**src/rtl/alu_req_arbiter.sv**
```systemverilog
// alu_req_arbiter: shares one ALU (ADD/SUB/AND/XOR) between two requesters.
// Round-robin grant, valid/ready on both request ports and the response port,
// registered result with OF/ZF/SF flags and the id of the winning requester.
// Ports:
//   clk, reset                  clock, synchronous active-high reset
//   req0_valid/ready/op/a/b     requester 0 (op: 00 ADD, 01 SUB, 10 AND, 11 XOR)
//   req1_valid/ready/op/a/b     requester 1
//   rsp_valid, rsp_ready        response handshake
//   rsp_id                      winning requester of the held result
//   rsp_result, rsp_of/zf/sf    registered result and condition flags
module alu_req_arbiter #(
  parameter int unsigned WIDTH = 64
) (
  input  logic             clk,
  input  logic             reset,
  input  logic             req0_valid,
  output logic             req0_ready,
  input  logic [1:0]       req0_op,
  input  logic [WIDTH-1:0] req0_a,
  input  logic [WIDTH-1:0] req0_b,
  input  logic             req1_valid,
  output logic             req1_ready,
  input  logic [1:0]       req1_op,
  input  logic [WIDTH-1:0] req1_a,
  input  logic [WIDTH-1:0] req1_b,
  output logic             rsp_valid,
  input  logic             rsp_ready,
  output logic             rsp_id,
  output logic [WIDTH-1:0] rsp_result,
  output logic             rsp_of,
  output logic             rsp_zf,
  output logic             rsp_sf
);

  localparam logic [1:0] OP_ADD = 2'b00;
  localparam logic [1:0] OP_SUB = 2'b01;
  localparam logic [1:0] OP_AND = 2'b10;
  localparam logic [1:0] OP_XOR = 2'b11;

  typedef enum logic {
    IDLE = 1'b0,
    HOLD = 1'b1
  } state_t;

  state_t state;
  state_t state_next;

  logic             prio;
  logic             can_accept;
  logic             grant_valid;
  logic             grant_id;
  logic             accept;

  logic [1:0]       sel_op;
  logic [WIDTH-1:0] sel_a;
  logic [WIDTH-1:0] sel_b;
  logic [WIDTH-1:0] and_bits;
  logic [WIDTH-1:0] xor_bits;
  logic [WIDTH-1:0] alu_r;
  logic             alu_of;

  // State register
  always_ff @(posedge clk) begin
    if (reset) begin
      state <= IDLE;
    end else begin
      state <= state_next;
    end
  end

  // Next-state logic: a consumed result with a same-cycle accept stays in HOLD
  always_comb begin
    state_next = state;
    case (state)
      IDLE: if (accept) state_next = HOLD;
      HOLD: if (rsp_ready && !accept) state_next = IDLE;
      default: state_next = IDLE;
    endcase
  end

  // Output/grant logic: the HOLD slot frees in the cycle it is consumed
  always_comb begin
    can_accept  = 1'b0;
    grant_valid = 1'b0;
    grant_id    = 1'b0;
    accept      = 1'b0;
    req0_ready  = 1'b0;
    req1_ready  = 1'b0;

    can_accept = (state == IDLE) || rsp_ready;

    if (req0_valid && req1_valid) begin
      grant_valid = 1'b1;
      grant_id    = prio;
    end else if (req0_valid) begin
      grant_valid = 1'b1;
      grant_id    = 1'b0;
    end else if (req1_valid) begin
      grant_valid = 1'b1;
      grant_id    = 1'b1;
    end

    // Reset suppresses any handshake so nothing is lost while the block clears
    accept     = can_accept && grant_valid && !reset;
    req0_ready = accept && (grant_id == 1'b0);
    req1_ready = accept && (grant_id == 1'b1);
  end

  assign rsp_valid = (state == HOLD);

  // Operand mux toward the shared ALU
  assign sel_op = grant_id ? req1_op : req0_op;
  assign sel_a  = grant_id ? req1_a  : req0_a;
  assign sel_b  = grant_id ? req1_b  : req0_b;

  // Bitwise units, one cell per bit
  for (genvar i = 0; i < int'(WIDTH); i++) begin : g_bitwise
    assign and_bits[i] = sel_a[i] & sel_b[i];
    assign xor_bits[i] = sel_a[i] ^ sel_b[i];
  end

  // Arithmetic: carry-out discarded, overflow from operand/result signs
  always_comb begin
    alu_r  = '0;
    alu_of = 1'b0;
    case (sel_op)
      OP_ADD: begin
        alu_r  = sel_a + sel_b;
        alu_of = (sel_a[WIDTH-1] == sel_b[WIDTH-1]) && (alu_r[WIDTH-1] != sel_a[WIDTH-1]);
      end
      OP_SUB: begin
        alu_r  = sel_a - sel_b;
        alu_of = (sel_a[WIDTH-1] != sel_b[WIDTH-1]) && (alu_r[WIDTH-1] != sel_a[WIDTH-1]);
      end
      OP_AND: alu_r = and_bits;
      OP_XOR: alu_r = xor_bits;
      default: alu_r = '0;
    endcase
  end

  // Response registers and round-robin pointer; untouched unless an op is accepted
  always_ff @(posedge clk) begin
    if (reset) begin
      prio       <= 1'b0;
      rsp_id     <= 1'b0;
      rsp_result <= '0;
      rsp_of     <= 1'b0;
      rsp_zf     <= 1'b0;
      rsp_sf     <= 1'b0;
    end else if (accept) begin
      prio       <= ~grant_id;
      rsp_id     <= grant_id;
      rsp_result <= alu_r;
      rsp_of     <= alu_of;
      rsp_zf     <= (alu_r == '0);
      rsp_sf     <= alu_r[WIDTH-1];
    end
  end

endmodule
```
**config.mk**
```make
export PLATFORM = sky130hd
export DESIGN_NAME = alu_req_arbiter
export DESIGN_NICKNAME = d
export VERILOG_FILES = /design/src/rtl/alu_req_arbiter.sv
export SDC_FILE = /design/constraint.sdc
export NUM_CORES = 1
export LEC_CHECK = 0
export ABC_AREA = 1
export ABC_CLOCK_PERIOD_IN_PS = 6000
export CAP_MARGIN = 10
export CORE_MARGIN = 2
export CORE_UTILIZATION = 45
export DETAILED_ROUTE_END_ITERATION = 8
export GPL_TIMING_DRIVEN = 0
export PLACE_DENSITY_LB_ADDON = 0.1
export SLEW_MARGIN = 25
export SYNTH_ARGS = -nofsm -noshare
export SYNTH_HDL_FRONTEND = slang
export SYNTH_SLANG_ARGS = --single-unit
export TNS_END_PERCENT = 30
```
**constraint.sdc**
```tcl
create_clock -name clk -period 6 [get_ports clk]
set_clock_uncertainty 0.2 [all_clocks]
set_input_delay 1.2 -clock clk [delete_from_list [all_inputs] [get_ports clk]]
set_output_delay 1.2 -clock clk [all_outputs]
set_load 0.03 [all_outputs]
```
==> results.tsv <==
stage	metric	value	unit
cts	clock-pin slew on the worst setup and hold paths	0.05	ns
route	ANT nets after route	0	
sta	fin crit share	98.9	%
sta	Slew Limit Fails	0	
setup_path	R2R Setup Slk	1.10	ns
sta	minimum clock period	5.93	ns
global_route	largest net degree at the start of global routing	14	
sta	Worst-Margin Slew	1.22	ns
synth	Seq/Total Area, Yosys	8.73	%
synth	Avg Inst Size Synth	5.15	um^2
outcome	status	complete, no violations	
cts	maximum level of the CTS H-tree	3	
place	hpwl dp	72.3	mm
route	Vias	23000	
route	Via-to-Cell Ratio	5.91	
power	switching component of the power	2.63	mW
synth	post-synthesis mux area share	0	%
synth	adder-cell share of the synthesized area	10.4	%
cts	CTS Buf Count	9	
finish	P&R area growth vs syn	30.1	%
cts	cts hold-fix bufs	0	
setup_path	critical path endpoint category	flip-flop	
setup_path	Startpoint Class	input pin	
die	# rows	68	
power	Switching Fraction	57.4	%
setup_path	WP data required	6.06	ns
setup_path	Largest stage delay, worst path	0.55	ns
synth	share of the synthesized area in the top cell type	20.0	%
min_path	Worst Hold Class	flip-flop to flip-flop	
synth	post-synthesis instance area	15800	um^2
cts	Clock Latency Late Sink	0.33	ns
sta	endpoints failing setup	0	
min_path	Hold EP	rsp_result[54]	
synth	syn_nets	3468	
cts	CTS tree	done	
power	leak pwr	9.81	nW
route	drt first pass iters	6	
synth	ys flop type	dfxtp_1	
power	Power per Cell Area	222	nW/um^2
power	Peak VDD IR	0.286	mV
synth	YS warnings	0	
synth	Synth area leader	nand2_1	
synth	most common cell in the netlist	nand2_1	
synth	largest family of logic cells by synthesized area	simple AND/OR/NAND/NOR gates	
die	Die Ht	192	um
setup_path	reg-to-reg endpoint	rsp_zf	
cts	clk buf depth	2	
synth	Seq cells post-synth	69	
finish	fill count	3378	
place	Inst Count DP	3862	
route	post-DR wirelength/cell	22.3	um
place	number of port buffers	334	
synth	fraction of synthesized cell area in xor and xnor cells	0.664	%
power	clock share of power	12.4	%
die	Die Area	36700	um^2
finish	Ant. Diodes	0	
die	Starting Density	45.7	%
setup_path	Crit-path slowest cell	clkdlybuf4s50_1	
power	Comb power frac	75.3	%
setup_path	reg2reg path depth	25	
synth	EDFF count, synth	0	
setup_path	CP Class	input pin to flip-flop	
sta	Relative slew margins	18.0	%
finish	Final nets	3820	
setup_path	critical path fanouts, max	10	
power	Pint	1.95	mW
global_route	initial antenna violation count	5	
global_route	vias in the first global route	20900	
cts	root buf cell	clkbuf_16	
setup_path	worst flop-to-flop path startpoint	prio	
route	Routed WL	86.6	mm
place	GPL Wtd Cong	1.08	
global_route	final global-route overflow total	0	
sta	final hold vios	0	
die	Die W	192	um
synth	Synth Area in Compound Gates	22.9	%
synth	Yosys cell types	55	
synth	Post-synth top cells	nand2_1 (845), inv_1 (509), nor2_1 (357), o21ai_0 (284), nand3_1 (232)	
min_path	worst hold stages	2	
die	core area	34600	um^2
synth	cell count after synthesis	3073	
synth	Synth Area in Simple Gates	41.4	%
setup_path	Arrival @ worst endpoint	5.99	ns
sta	fmax	0.169	GHz
setup_path	cell mode on critical path	nand2_1	
finish	final instance area	20600	um^2
die	I/O Pins	336	
global_route	global-route wire length before repair	122	mm
run	Max Cap Viol	0	
synth	async set-reset flop share out of synthesis	0	%
min_path	hold path start	rsp_result[54]	
route	initial detailed-routing violation count	2731	
synth	Area contributors post-synth	nand2_1 (20%), inv_1 (12%), ha_1 (10%)	
finish	Final Non-Filler Cells	3885	
route	number of remaining DRC errors	0	
global_route	GRT Overall Usage	44.9	%
finish	layout cells sized above 1	7.61	%
power	Sequential Power Share	12.3	%
place	DP Area	19700	um^2
cts	CTS Sinks	69	
==> registers in the layout, indices dropped and copies added (netlist names) <==
register / cells
rsp_result: 64
rsp_zf: 1
rsp_id: 1
rsp_valid: 1
rsp_of: 1
prio: 1
==> layer usage <==
metal,global-route usage (%),wire length [um]
met1,58.0,33700
met2,68.1,35000
met3,13.5,12800
met4,21.1,4940
met5,0,53
==> power groups by stage <==
stage / Clock, mW / Combinational [mW] / Sequential (mW)
finish: 0.568 / 3.45 / 0.566
global route: 0.581 / 3.62 / 0.569
CTS: 0.561 / 3.14 / 0.563
detailed placement: 0 / 3.10 / 0.570
global placement: 0 / 3.06 / 0.566
floorplan: 0 / 1.75 / 0.688
==> worst max-delay path: cells and delay by family <==
family	cells	cell delay [ns]
buffers and inverters	6	1.74
AO/OA/AOI/OAI	6	1.62
AND/OR/NAND/NOR	12	1.29
adder cells (fa/ha/maj)	1	0.12
==> per-stage QoR <==
step	worst slack [ns]	hold WS [ns]	util, %	power [mW]	TNS (ns)
2_1_floorplan	1.34	0.252	-	2.44	0
3_3_place_gp	-1.63	0.255	57.0	3.63	-44.42
3_5_place_dp	-1.38	0.267	57.0	3.67	-29.41
4_1_cts	-0.0149	0.276	58.2	4.26	-0.0149
5_1_grt	-0.0404	0.291	59.5	4.77	-0.0404
6_report	0.0665	0.272	59.5	4.58	0
==> worst max path at each step <==
stage	start	to	slack, ns
floorplan	req1_valid	rsp_zf	1.34
global placement	req0_valid	rsp_zf	-1.63
detailed placement	req0_valid	rsp_zf	-1.38
CTS	req0_valid	rsp_zf	-0.01
global route	req0_valid	rsp_zf	-0.04
finish	req0_valid	rsp_zf	0.07
==> cell families after synthesis <==
group	Yosys count
and+or+nand+nor	1572
xor gates and xnor gates	12
AOI/OAI and AO/OA	652
DFF	69
adders and majority gates	130
buffers and inverters	638
==> layout make-up <==
class | instances | area (um^2) | area share, %
Inverter | 519 | 1960 | 9.50
Timing Repair Buffer | 343 | 3410 | 16.6
Tap cell | 455 | 569 | 2.76
Multi-Input combinational cell | 2366 | 12300 | 59.7
Sequential cell | 69 | 1380 | 6.71
Buffer | 117 | 654 | 3.18
Clock buffer | 13 | 250 | 1.22
Clock inverter | 3 | 68.8 | 0.334
==> cells in the final DEF, fill, tap and decap left out, types with 21 or more instances in the layout <==
master           synthesis  final
dfxtp_1                 69     69
o21ai_1                 15     24
nand2_1                845    832
nand2_2                 31     41
nor3_1                  36     35
a21oi_1                219    202
buf_2                   53     55
nand3_1                232    228
ha_1                   128    121
inv_1                  509    501
clkbuf_1                50     29
nor2_1                 357    337
o21ai_0                284    271
a21oi_2                  5     21
nand4_1                 22     22
clkdlybuf4s50_1          0    334
==> repair_timing <==
| item | CTS | global route |
|---|---|---|
| gates resized for setup | 39 | 141 |
| pin swaps | 0 | 12 |
| buffers inserted | 0 | 9 |
| endpoints found under the setup margin | 47 | 14 |
(Power assumes the default switching activity.)
